==> src/rtl/mdu_share_ctrl_pkg.sv <==
// mdu_pkg: shared types and defaults for the shared M-extension unit controller
package mdu_pkg;
  localparam int XLEN_DEF = 32;
  localparam int TIMEOUT_DEF = 64;
  typedef enum logic [1:0] {IDLE, ISSUE, WAIT, RESP} state_t;
  typedef enum logic [2:0] {
    MUL = 3'b000, MULH = 3'b001, MULHSU = 3'b010, MULHU = 3'b011,
    DIV = 3'b100, DIVU = 3'b101, REM = 3'b110, REMU = 3'b111
  } mdu_op_t;
endpackage

==> src/rtl/mdu_share_ctrl_rr_arb2.sv <==
// rr_arb2: two-way round-robin pick; the pointer favours the loser of the last grant
module rr_arb2 (
  input  logic       clk,
  input  logic       rst_n,
  input  logic [1:0] req,
  input  logic       en,
  output logic       pick
);
  logic rr_ptr;
  assign pick = req[1] & (~req[0] | rr_ptr);
  always_ff @(posedge clk or negedge rst_n)
    if (!rst_n) rr_ptr <= 1'b0;
    else if (en) rr_ptr <= ~pick;
endmodule

==> src/rtl/mdu_share_ctrl.sv <==
// mdu_share_ctrl: arbitrates two EX stages onto one multi-cycle MDU with start/done handshake and timeout
module mdu_share_ctrl
  import mdu_pkg::*;
#(
  parameter int XLEN = XLEN_DEF,
  parameter int TIMEOUT = TIMEOUT_DEF
) (
  input  logic                 clk,
  input  logic                 rst_n,
  input  logic [1:0]           req_valid,
  input  logic [1:0][2:0]      req_op,
  input  logic [1:0][XLEN-1:0] req_a,
  input  logic [1:0][XLEN-1:0] req_b,
  output logic [1:0]           stall_out,
  output logic [1:0]           rsp_valid,
  output logic [XLEN-1:0]      rsp_data,
  output logic                 rsp_err,
  output logic                 mdu_start,
  output logic [2:0]           mdu_op,
  output logic [XLEN-1:0]      mdu_a,
  output logic [XLEN-1:0]      mdu_b,
  input  logic                 mdu_done,
  input  logic [XLEN-1:0]      mdu_result,
  output logic                 busy
);
  localparam int CW = $clog2(TIMEOUT);
  state_t state, state_nx;
  logic grant, pick, err, timeout, resp;
  logic [CW-1:0] cnt;
  logic [XLEN-1:0] res;
  mdu_op_t op_q;
  rr_arb2 u_arb (
    .clk  (clk),
    .rst_n(rst_n),
    .req  (req_valid),
    .en   (state == IDLE && |req_valid),
    .pick (pick)
  );
  assign timeout = cnt == CW'(TIMEOUT - 1);
  always_comb begin
    state_nx = state == IDLE  ? (|req_valid ? ISSUE : IDLE) :
               state == ISSUE ? WAIT :
               state == WAIT  ? ((mdu_done | timeout) ? RESP : WAIT) : IDLE;
  end
  always_ff @(posedge clk or negedge rst_n)
    if (!rst_n) state <= IDLE;
    else state <= state_nx;
  always_ff @(posedge clk or negedge rst_n)
    if (!rst_n) begin
      grant <= 1'b0;
      op_q <= MUL;
      mdu_a <= '0;
      mdu_b <= '0;
      cnt <= '0;
      res <= '0;
      err <= 1'b0;
    end else begin
      case (state)
        IDLE: if (|req_valid) begin
          grant <= pick;
          op_q <= mdu_op_t'(req_op[pick]);
          mdu_a <= req_a[pick];
          mdu_b <= req_b[pick];
        end
        ISSUE: cnt <= '0;
        WAIT: if (mdu_done) begin
          res <= mdu_result;
          err <= 1'b0;
        end else if (timeout) begin
          res <= '0;
          err <= 1'b1;
        end else cnt <= cnt + 1'b1;
        default: ;
      endcase
    end
  assign resp = state == RESP;
  assign rsp_valid = resp ? (grant ? 2'b10 : 2'b01) : 2'b00;
  assign rsp_data = resp ? res : '0;
  assign rsp_err = resp & err;
  assign stall_out = req_valid & ~rsp_valid;
  assign mdu_start = state == ISSUE;
  assign mdu_op = op_q;
  assign busy = state != IDLE;
endmodule

==> config.mk <==
export PLATFORM = sky130hd
export DESIGN_NAME = mdu_share_ctrl
export DESIGN_NICKNAME = d
export VERILOG_FILES = /design/src/rtl/mdu_share_ctrl_pkg.sv /design/src/rtl/mdu_share_ctrl_rr_arb2.sv /design/src/rtl/mdu_share_ctrl.sv
export SDC_FILE = /design/constraint.sdc
export NUM_CORES = 1
export LEC_CHECK = 0
export CORE_UTILIZATION = 28
export CTS_BUF_LIST = sky130_fd_sc_hd__clkbuf_4
export CTS_CLUSTER_SIZE = 40
export DETAILED_ROUTE_END_ITERATION = 10
export DONT_BUFFER_PORTS = 1
export PLACE_DENSITY_LB_ADDON = 0.1
export SETUP_SLACK_MARGIN = 0.5
export SLEW_MARGIN = 10
export SYNTH_ARGS = -nofsm -noshare
export SYNTH_HDL_FRONTEND = slang
export SYNTH_SLANG_ARGS = --single-unit
==> constraint.sdc <==
create_clock -name clk -period 1.4 [get_ports clk]
set_input_delay 0.35 -clock clk [delete_from_list [all_inputs] [get_ports clk]]
set_output_delay 0.35 -clock clk [all_outputs]
set_load 0.02 [all_outputs]
==> metrics.yaml, run 1 <==
status:
  outcome: "aborted with a tool error"
  haltStage: "clock tree synthesis"
  error_line: "[ERROR RSZ-0060] Max buffer count reached."
clocking:
  h-tree-depth: 3
  cts_hold_buffers: 141
  root_buffer: "clkbuf_4"
  cts_resized: 59
  numCtsBuffers: 9
  cts_buffer_depth: 2
  clock_sinks: 110
  post_cts_buffers: 6
logic_synthesis:
  synth-edff-count: 0
  synth_most_common_cell: "dfrtp_1"
  synth.avg_cell_area_um2: 10.8
  synth_fa_ha_area_share_pct: 1.25
  synth_area_mm2: 0.00502
  ys_async_sr_fraction_pct: 100
  synth_area_leaders: "dfrtp_1, a221o_1, and2_1"
  synth_compound_area_share_pct: 19.5
  ys_ff_latch: 110
  synthSimpleGateAreaFrac_pct: 20.1
  synth.area.mux_share_pct: 0.448
  ys_top_cells_by_count: "dfrtp_1, and2_1, nand2_1, a221o_1, o21ai_0"
  synth_top_area_share_pct: 54.8
  syn_nets: 639
  synth-xor-area-share_pct: 0
  yosysUniqueCellTypes: 34
  yosys_most_used_dff: "dfrtp_1"
  postSynthCellCount: 463
  yosysSeqAreaShare_pct: 54.8
  yosysWarnings: 0
  synth_top_area_cell: "dfrtp_1"
  synth_top_family_by_area: "simple AND/OR/NAND/NOR gates"
die:
  num_rows: 48
  io_pins: 277
  die_x_um: 136
  initial_core_util_pct: 28.8
  die_h_um: 136
place:
  dp_hpwl_mm: 9.81
  gp_congestion: 0.745
  io_buffers: 0
  detailedPlace.worstSlack_ns: -0.136
## cells by family after synthesis
group / after synthesis
adders and majority gates: 5
AOI/OAI and AO/OA: 118
muxes: 2
buffers and inverters: 40
and+or+nand+nor: 188
DFF: 110
## stage by stage
| step | area (um2) | std cells | hold slack [ns] | TNS [ns] |
|---|---|---|---|---|
| floorplan | 5170 | 463 | 0.0544 | 0 |
| global placement | 5540 | 675 | 0.0571 | -6.10 |
| detailed placement | 5540 | 675 | 0.0571 | -9.07 |
==> run 2, diff against run 1 <==
- CORE_UTILIZATION: 28 -> 20
- CTS_BUF_LIST: sky130_fd_sc_hd__clkbuf_4 -> default
- CTS_CLUSTER_SIZE: 40 -> default
- PLACE_DENSITY_LB_ADDON: 0.1 -> 0.15
- SETUP_SLACK_MARGIN: 0.5 -> default
- clock period: 1.4 -> 1.82 ns (I/O delays scaled with it)
==> run 2 against run 1 <==
Effect of this change: the flow now finishes, with violations (negative hold slack, negative setup slack); synthesized cell count stayed put; synthesized area stayed put.
==> metrics.yaml, run 2 <==
logic_synthesis:
  syn_nets: 639  # unchanged
  synth_top_area_share_pct: 54.8  # unchanged
  synth_area_leaders: "dfrtp_1, a221o_1, and2_1"
  postSynthCellCount: 463  # unchanged
  synth_most_common_cell: "dfrtp_1"
  yosysUniqueCellTypes: 34  # unchanged
  synth_area_mm2: 0.00502  # unchanged
  synth_top_area_cell: "dfrtp_1"
  yosys_most_used_dff: "dfrtp_1"
  synth-edff-count: 0  # unchanged
  synth.avg_cell_area_um2: 10.8  # unchanged
  yosysWarnings: 0  # unchanged
  ys_async_sr_fraction_pct: 100  # unchanged
  yosysSeqAreaShare_pct: 54.8  # unchanged
  ys_top_cells_by_count: "dfrtp_1, and2_1, nand2_1, a221o_1, o21ai_0"
  ys_ff_latch: 110  # unchanged
setup_path:
  path_max_fanout: 33
  rrSetupSlack_ns: 0.17
  worstSetupPathType: "flip-flop to primary output"
  crit_arrival_ns: 1.37
  cp-end-kind: "primary output"
  cp.required_ns: 1.36
  crit_path_start_kind: "flip-flop"
die:
  die_h_um: 160  # +18%
  die_x_um: 160  # +18%
  io_pins: 277  # unchanged
  initial_core_util_pct: 20.5  # -8.3 points
  num_rows: 57  # +19%
  dieArea_mm2: 0.0257
  core_area_mm2: 0.0245
timing:
  hold_viol_final: 110
  max_slew_margin_pct: 76.4
  period_minus_slack_ns: 1.83
  setup_ws_ns: -0.00989
  drv_slew: 0
  hold_ws_ns: -0.202
  rsz0062_at_grt: "yes"
  max_freq_ghz: 0.546
  fin_skew_ns: 0.0123
  finalSetupViolations: 3
  fin_crit_sh_pct: 101
  worstMarginPinSlew_ns: 0.353
drt:
  drtIter0Drc: 197
  drc: 0
  final_antenna_net_count: 0
  num_vias: 3590
  first_pass_iters: 4
  wire_per_inst_um: 17.5
  wirelength_mm: 13.7
  vias_per_cell: 4.58
pwr:
  p_per_area_mw_per_mm2: 1870
  ir_drop_uv: 675
  power_leakage_uw: 0.00250
layout:
  mostFrequentLayoutCell: "dfrtp_1"
  area_growth_pct: 16.7
  nNetsFinal: 630
  final_cell_mix: "dfrtp_1, nand2_1, a221o_1, and2_1, o21ai_0"
  n_antenna_cell: 0
  top_regs: "mdu_a (32), mdu_b (32), res (32)"
  postLayoutCoreUtil_pct: 24.0
  drive_above_1_share_pct: 16.3
  fin_area_mm2: 0.00586
place:
  io_buffers: 0  # unchanged
  dpl_cell_area_mm2: 0.00546  # -1.5%
  detailedPlace.worstSlack_ns: 0.127  # +0.263 ns
  gp_congestion: 0.745  # unchanged
  dp_hpwl_mm: 9.38  # -4.4%
clocking:
  clock_sinks: 110  # unchanged
  numCtsBuffers: 9  # unchanged
  root_buffer: "clkbuf_16"
  insertion_delay_ns: 0.36
  h-tree-depth: 3  # unchanged
  clkTransAtPathRegs_ns: 0.07
  cts_tree: "done"
  cts_buffer_depth: 2  # unchanged
status:
  violations: "negative hold slack, negative setup slack"
  outcome: "finished with violations"
global_route:
  grt.busiest_layer: "met2"
  antenna_found_initial: 0
  grtUsageMet1_pct: 12.2
  grt.total_usage_pct: 10.5
  use_met3_pct: 3.85
  grt_overflow_total: 0
  met2_usage_pct: 17.4
  grt_pass1_wl_mm: 21.2
  grt_pass1_vias: 3686
  grt_max_degree: 111
job:
  drv_cap: 0
worst_hold_path:
  min_path_type: "input port to async pin"
[run 2: cell counts after synthesis]
Identical to the previous run, type by type.
[run 2: logic make-up after synthesis]
family / Yosys count / share of synthesized area [%]
and+or+nand+nor: 188 / 20.1
AOI/OAI and AO/OA: 118 / 19.5
DFF: 110 / 54.8
buffers and inverters: 40 / 3.86
adders and majority gates: 5 / 1.25
muxes: 2 / 0.448
[run 2: final timing paths]
kind | to | depth (start not counted) | from
setup reg to reg | mdu_a[6] | 6 | state[0]
min in group clk | res[29] | 2 | mdu_result[29]
hold / removal | res[13] | 0 | rst_n
setup / recovery | rsp_data[5] | 3 | state[1]
max in group asynchronous | mdu_b[6] | 0 | rst_n
hold reg to reg | err | 1 | err
[run 2: worst max-delay path, stage by stage, from the launching register on]
cell and delay (ns):
dfrtp_2 0.44, ha_4 0.19, buf_12 0.16, and2_2 0.22
[run 2: per-layer routing]
layer	routed length, um	vias up
li1	-	1625
met1	5550	1724
met2	6530	226
met3	1330	15
met4	268	0
met5	0	-
[run 2: cell type report]
class	instances	area (um2)
Sequential cell	110	2750
Clock buffer	9	225
Tap cell	324	405
Clock inverter	7	55.1
Fill cell	2605	18600
Inverter	5	18.8
Multi-Input combinational cell	313	2210
Timing Repair Buffer	15	188
[run 2: stage by stage]
stage	total power, uW	instances	hold slack (ns)	setup TNS, ns
2_1_floorplan	7750	463	0.159	0
3_3_place_gp	8780	766	0.164	0
3_5_place_dp	8800	766	0.164	0
4_1_cts	10900	783	-0.231	-1.09
5_1_grt	11700	783	-0.229	-1.50
6_report	10900	783	-0.202	-0.0160
[run 2: report_power, final]
group,switching (uW),internal [uW],total (uW)
Combinational,1900,1840,3740
Clock,999,952,1950
Sequential,1690,3560,5250
Total,4590,6350,10900
[run 2: timing repair]
item                                    4_1_cts  5_1_grt
buffers inserted                              1        0
endpoints found under the hold margin       110      110
endpoints found under the setup margin       37       36
pin swaps                                     2        1
gates resized for setup                      42       31
No activity file was read; power rests on OpenSTA's default activity.
